$ cat src/rtl/uart_tx_frame_if.sv
// uart_tx_frame_if: request/serial-line bundle between a UART transmit client and uart_tx_frame.
`default_nettype none

interface uart_tx_frame_if #(
  parameter int DATA_WIDTH = 32
);
  logic [DATA_WIDTH-1:0] tx_data_in;
  logic                  tx_start;
  logic [3:0]            frame_length;
  logic                  stop_bit;
  logic [1:0]            parity;
  logic                  TX;
  logic                  tx_busy;
  logic                  tx_done;

  modport master (
    output tx_data_in, tx_start, frame_length, stop_bit, parity,
    input  TX, tx_busy, tx_done
  );

  modport slave (
    input  tx_data_in, tx_start, frame_length, stop_bit, parity,
    output TX, tx_busy, tx_done
  );
endinterface

`default_nettype wire

$ cat src/rtl/uart_tx_frame.sv
// uart_tx_frame: serialises one DATA_WIDTH-bit word as back-to-back UART frames, 16 ticks per bit.
// Rev 1.0 - initial release.
`default_nettype none

module uart_tx_frame #(
  parameter int DATA_WIDTH = 32
) (
  input  logic             tx_tick,
  input  logic             PRESET,
  uart_tx_frame_if.slave   bus
);

  localparam int IDX_W = $clog2(DATA_WIDTH) + 1;

  localparam logic [2:0] IDLE   = 3'd0;
  localparam logic [2:0] START  = 3'd1;
  localparam logic [2:0] DATA   = 3'd2;
  localparam logic [2:0] PARITY = 3'd3;
  localparam logic [2:0] STOP1  = 3'd4;
  localparam logic [2:0] STOP2  = 3'd5;
  localparam logic [2:0] DONE   = 3'd6;

  logic [2:0]            state;
  logic [3:0]            tick_cnt;
  logic [3:0]            bit_cnt;
  logic [IDX_W-1:0]      index_cnt;
  logic [DATA_WIDTH-1:0] shift;
  logic [3:0]            len_m1;
  logic                  two_stop;
  logic [1:0]            par_mode;
  logic                  par_acc;
  logic                  tx_line;
  logic                  busy;
  logic                  done;

  logic [3:0]            len_clamped;
  logic                  bit_end;
  logic                  words_left;

  always_comb begin
    len_clamped = 4'd8;
    if (bus.frame_length >= 4'd5 && bus.frame_length <= 4'd8)
      len_clamped = bus.frame_length;
    bit_end    = (tick_cnt == 4'd15);
    words_left = (index_cnt < IDX_W'(DATA_WIDTH));
  end

  // The FSM runs one cycle ahead of tx_line: each state drives the line on the edges it occupies.
  always_ff @(posedge tx_tick) begin
    if (PRESET) begin
      state     <= IDLE;
      tick_cnt  <= '0;
      bit_cnt   <= '0;
      index_cnt <= '0;
      shift     <= '0;
      len_m1    <= '0;
      two_stop  <= 1'b0;
      par_mode  <= '0;
      par_acc   <= 1'b0;
      tx_line   <= 1'b1;
      busy      <= 1'b0;
      done      <= 1'b0;
    end else begin
      done <= 1'b0;
      case (state)
        IDLE: begin
          tx_line  <= 1'b1;
          busy     <= 1'b0;
          tick_cnt <= '0;
          if (bus.tx_start) begin
            shift     <= bus.tx_data_in;
            len_m1    <= len_clamped - 4'd1;
            two_stop  <= bus.stop_bit;
            par_mode  <= bus.parity;
            index_cnt <= '0;
            state     <= START;
          end
        end
        START: begin
          tx_line  <= 1'b0;
          busy     <= 1'b1;
          bit_cnt  <= '0;
          par_acc  <= 1'b0;
          tick_cnt <= tick_cnt + 4'd1;
          if (bit_end)
            state <= DATA;
        end
        DATA: begin
          // Shifting in zeros supplies the pad bits once the word is exhausted.
          tx_line  <= shift[0];
          busy     <= 1'b1;
          tick_cnt <= tick_cnt + 4'd1;
          if (bit_end) begin
            shift   <= shift >> 1;
            par_acc <= par_acc ^ shift[0];
            bit_cnt <= bit_cnt + 4'd1;
            if (words_left)
              index_cnt <= index_cnt + IDX_W'(1);
            if (bit_cnt == len_m1)
              state <= par_mode[1] ? PARITY : STOP1;
          end
        end
        PARITY: begin
          tx_line  <= par_mode[0] ? par_acc : ~par_acc;
          busy     <= 1'b1;
          tick_cnt <= tick_cnt + 4'd1;
          if (bit_end)
            state <= STOP1;
        end
        STOP1: begin
          tx_line  <= 1'b1;
          busy     <= 1'b1;
          tick_cnt <= tick_cnt + 4'd1;
          if (bit_end) begin
            if (two_stop)
              state <= STOP2;
            else
              state <= words_left ? START : DONE;
          end
        end
        STOP2: begin
          tx_line  <= 1'b1;
          busy     <= 1'b1;
          tick_cnt <= tick_cnt + 4'd1;
          if (bit_end)
            state <= words_left ? START : DONE;
        end
        DONE: begin
          tx_line  <= 1'b1;
          busy     <= 1'b0;
          done     <= 1'b1;
          tick_cnt <= '0;
          state    <= IDLE;
        end
        default: begin
          tx_line <= 1'b1;
          busy    <= 1'b0;
          state   <= IDLE;
        end
      endcase
    end
  end

  assign bus.TX      = tx_line;
  assign bus.tx_busy = busy;
  assign bus.tx_done = done;

endmodule

`default_nettype wire

$ cat src/flat_wrapper.sv
// flat-port wrapper written by rule: the top's interface ports become plain ports
module uart_tx_frame_flat 
#(
  parameter int DATA_WIDTH = 32
)
  (tx_tick, PRESET, bus_tx_data_in, bus_tx_start, bus_frame_length, bus_stop_bit, bus_parity, bus_TX, bus_tx_busy, bus_tx_done);
  uart_tx_frame_if #(.DATA_WIDTH(DATA_WIDTH)) bus_i ();
  input  logic tx_tick;
  input  logic PRESET;
  input wire logic [$bits(bus_i.tx_data_in)-1:0] bus_tx_data_in;
  input wire logic [$bits(bus_i.tx_start)-1:0] bus_tx_start;
  input wire logic [$bits(bus_i.frame_length)-1:0] bus_frame_length;
  input wire logic [$bits(bus_i.stop_bit)-1:0] bus_stop_bit;
  input wire logic [$bits(bus_i.parity)-1:0] bus_parity;
  output wire logic [$bits(bus_i.TX)-1:0] bus_TX;
  output wire logic [$bits(bus_i.tx_busy)-1:0] bus_tx_busy;
  output wire logic [$bits(bus_i.tx_done)-1:0] bus_tx_done;
  assign bus_i.tx_data_in = bus_tx_data_in;
  assign bus_i.tx_start = bus_tx_start;
  assign bus_i.frame_length = bus_frame_length;
  assign bus_i.stop_bit = bus_stop_bit;
  assign bus_i.parity = bus_parity;
  assign bus_TX = bus_i.TX;
  assign bus_tx_busy = bus_i.tx_busy;
  assign bus_tx_done = bus_i.tx_done;
  uart_tx_frame #(.DATA_WIDTH(DATA_WIDTH)) u_core (.tx_tick(tx_tick), .PRESET(PRESET), .bus(bus_i));
endmodule
$ cat config.mk
export PLATFORM = sky130hd
export DESIGN_NAME = uart_tx_frame_flat
export DESIGN_NICKNAME = d
export VERILOG_FILES = /design/src/rtl/uart_tx_frame_if.sv /design/src/rtl/uart_tx_frame.sv /design/src/flat_wrapper.sv
export SDC_FILE = /design/constraint.sdc
export NUM_CORES = 1
export LEC_CHECK = 0
export CAP_MARGIN = 20
export CORE_MARGIN = 3
export CORE_UTILIZATION = 30
export DETAILED_ROUTE_END_ITERATION = 8
export DONT_BUFFER_PORTS = 1
export SYNTH_ARGS = -nofsm -noshare
export SYNTH_HDL_FRONTEND = slang
export SYNTH_SLANG_ARGS = --single-unit
$ cat constraint.sdc
create_clock -name tx_tick -period 2.3 [get_ports tx_tick]
set_input_delay 0.115 -clock tx_tick [delete_from_list [all_inputs] [get_ports tx_tick]]
set_output_delay 0.115 -clock tx_tick [all_outputs]
set_load 0.01 [all_outputs]
==> flow_metrics.env <==
export IMPL_cp_data_required_time_ns=2.57
export IMPL_timing_setup_tns_ns=0
export IMPL_drtIter0Drc=119
export IMPL_grt_antenna_before_repair=1
export IMPL_htree_levels=3
export IMPL_r2r_end="u_core.shift[22]"
export IMPL_relSlewSlack_pct=56.50
export IMPL_synth_area_per_cell_um2=9.554
export IMPL_yosysSeqAreaShare_pct=39.78
export IMPL_place_inst=427
export IMPL_clk_pin_slew_ns=0.07
export IMPL_ir_worst_vdd_v=0.0004459
export IMPL_clock_latency_ns=0.34
export IMPL_grt_first_pass_wirelength_mm=10.63
export IMPL_status="finished, final reports clean"
export IMPL_critPathArrivalTime_ns=2.12
export IMPL_cp_startpoint="u_core.tick_cnt[0]"
export IMPL_grt_ovfl_total=0
export IMPL_initial_utilization_pct=31.77
export IMPL_crit_type="reg -> reg"
export IMPL_synthCells=316
export IMPL_post_drt_via_cell_ratio=4.978
export IMPL_power_leakage_nw=1.152
export IMPL_dr_pass1_iters=4
export IMPL_core_um2=9503
export IMPL_synth_top_area_share_pct=39.78
export IMPL_finalNonFillerCells=449
export IMPL_r2r_start="u_core.tick_cnt[0]"
export IMPL_post_route_min_period_ns=1.854
export IMPL_grt_pass1_vias=2199
export IMPL_synthMuxAreaShare_pct=10.61
export IMPL_worst_setup_path_end_kind="flop"
export IMPL_drive_above_1_share_pct=18.44
export IMPL_postRouteAntennaNets=0
export IMPL_root_buffer="clkbuf_8"
export IMPL_detailed_place_hpwl_mm=4.216
export IMPL_hp_class="in -> reg"
export IMPL_num_rows=35
export IMPL_setup_viol=0
export IMPL_fin_ws_ns=0.4464
export IMPL_start_kind="flop"
export IMPL_ios=45
export IMPL_fmax_mhz=539.5
export IMPL_num_antenna_cells=0
export IMPL_clkSinkCount=60
export IMPL_grt_setup_unrepaired="no"
export IMPL_regToRegSetupSlack_ns=0.45
export IMPL_grt_usage_pct=11.77
export IMPL_synth_edff_count=0
export IMPL_postCtsSetupBuffers=0
export IMPL_die_h_um=106.3
export IMPL_ys_warn_count=0
export IMPL_dp_slack_ns=0.4462
export IMPL_cts_made_buffers=9
export IMPL_synth_seq_cells=60
export IMPL_synth_area_um2=3019
export IMPL_async_flop_share_pct=0
export IMPL_path_max_fanout=62
export IMPL_finalHoldViolations=0
export IMPL_synth_compound_area_share_pct=23.54
export IMPL_worst_pin_slew_ns=0.6466
export IMPL_synth_top_family_by_area="compound AO/OA/AOI/OAI gates"
export IMPL_ys_types=47
export IMPL_yosys_top_cells_area="dfxtp_1 40%, a211oi_2 12%, mux2i_1 11%"
export IMPL_nets=361
export IMPL_drcViolationCount=0
export IMPL_synthFlopType="dfxtp_1"
export IMPL_cts_tree="built"
export IMPL_vias=2235
export IMPL_gp_congestion=0.8010
export IMPL_die_area_um2=11300
export IMPL_port_buffers=0
export IMPL_synthAdderAreaFrac_pct=1.658
export IMPL_cp_endpoint="u_core.shift[22]"
export IMPL_drv_cap=0
export IMPL_synth_xor_area_share_pct=2.611
export IMPL_report_final_slew_viol_count=0
export IMPL_syn_nets=362
export IMPL_finalCritPeriodShare_pct=80.59
export IMPL_drt_total_wl_mm=6.284
export IMPL_synthSimpleGateAreaFrac_pct=16.12
export IMPL_clk_path_buf_depth=2
export IMPL_wl_per_cell_um=14.00
export IMPL_synthToLayoutAreaGrowth_pct=11.56
export IMPL_final_util_pct=35.44
export IMPL_grt_max_degree=63
export IMPL_fin_worst_skew_ns=0.006373
export IMPL_power_density_nw_per_um2=1095
export IMPL_min_path_cells=2
export IMPL_r2r_cells=6
export IMPL_synth_top_area_cell="dfxtp_1"
export IMPL_die_w_um=106.3
layer usage:
metal,global-route usage [%],up-vias,part of all wire [%]
met5,0,-,0
li1,-,1133,-
met1,14.76,1043,46
met3,5.100,7,7.4
met4,3.885,0,1.1
met2,18.10,52,46
what timing repair did:
action / in CTS / in global routing
hold buffers: 6 / 0
hold endpoints to repair: 54 / 0
gates resized for setup: 0 / 0
area by class of cell:
class | instances | area, µm²
Fill cell | 978 | 6135
Multi-Input combinational cell | 227 | 1653
Sequential cell | 60 | 1201
Tap cell | 129 | 161.4
Clock buffer | 12 | 155.1
Timing Repair Buffer | 11 | 127.6
Clock inverter | 4 | 47.55
Inverter | 6 | 22.52
synthesized netlist by cell type, types with 2 or more instances:
master     instances
dfxtp_1           60
nor2_1            42
mux2i_1           32
a211oi_2          29
a21oi_1           21
nand2_1           20
o21ai_0            9
xor2_1             9
clkbuf_1           7
a211oi_1           6
nand3_1            6
buf_2              5
buf_4              5
inv_1              5
or3_1              5
buf_6              4
ha_1               4
nor2b_1            4
nor3_1             4
and2_1             3
nand2b_1           3
a21o_1             2
a2bb2oi_1          2
and3_1             2
clkbuf_4           2
nand3b_1           2
o31ai_1            2
or4_1              2
flip-flops by register name, summed over array words and instances (netlist names):
| signal | count |
|---|---|
| u_core.shift | 32 |
| u_core.index_cnt | 6 |
| u_core.bit_cnt | 4 |
| u_core.len_m1 | 4 |
| u_core.tick_cnt | 4 |
| u_core.state | 3 |
| u_core.par_mode | 2 |
| u_core.bus.TX | 1 |
| u_core.bus.tx_busy | 1 |
| u_core.bus.tx_done | 1 |
| u_core.par_acc | 1 |
| u_core.two_stop | 1 |
per-stage QoR:
stage	hold slack [ns]	cell area (µm²)	power [mW]
2_1_floorplan	0.2510	3019	2.567
3_5_place_dp	0.1856	3088	2.713
3_3_place_gp	0.1857	3088	2.675
5_1_grt	0.02526	3368	3.946
6_report	0.01347	3368	3.687
4_1_cts	0.001577	3368	3.728
worst min-delay path by stage:
stage                                   from            endpoint  slack, ns
final                     bus_tx_data_in[10]    u_core.shift[10]       0.01
after global routing      bus_tx_data_in[10]    u_core.shift[10]       0.03
after CTS                 bus_tx_data_in[10]    u_core.shift[10]      0.002
after detailed placement              PRESET    u_core.shift[22]       0.19
after global placement                PRESET    u_core.shift[21]       0.19
after floorplan                bus_parity[0]  u_core.par_mode[0]       0.25
critical path, stage by stage, from the launching register on:
cell      delay, ns
dfxtp_1        0.40
ha_1           0.20
and3_1         0.38
a21o_2         0.21
buf_12         0.28
nor2_1         0.09
a211oi_2       0.20
power by group:
part	switching (mW)	internal, mW	leakage, nW
logic	0.714	0.531	0.557
registers	0.195	1.28	0.493
clock network	0.416	0.556	0.102
total	1.32	2.36	1.15
logic make-up after synthesis:
kind of cell,Yosys count
AO/OA/AOI/OAI,82
XOR/XNOR,9
AND/OR/NAND/NOR,100
flip-flops,60
adder cells (fa/ha/maj),4
multiplexers,32
buffers and inverters,29
layout by cell type (no fill, tap or decap), drive strengths merged, types with 3 or more instances in the layout:
master       netlist  final
inv                5      5
clkinv             1      3
and2               3      3
xor2               9      9
nand2b             3      3
nand3              6      6
dlygate4sd3        0      5
a211oi            35     35
nor3               4      4
clkbuf             9     12
mux2i             32     32
or3                5      5
o21ai             10     10
a21oi             22     22
dfxtp             60     60
nand2             20     20
ha                 4      4
nor2b              4      4
buf               14      6
nor2              42     42
(Power assumes the default switching activity.)
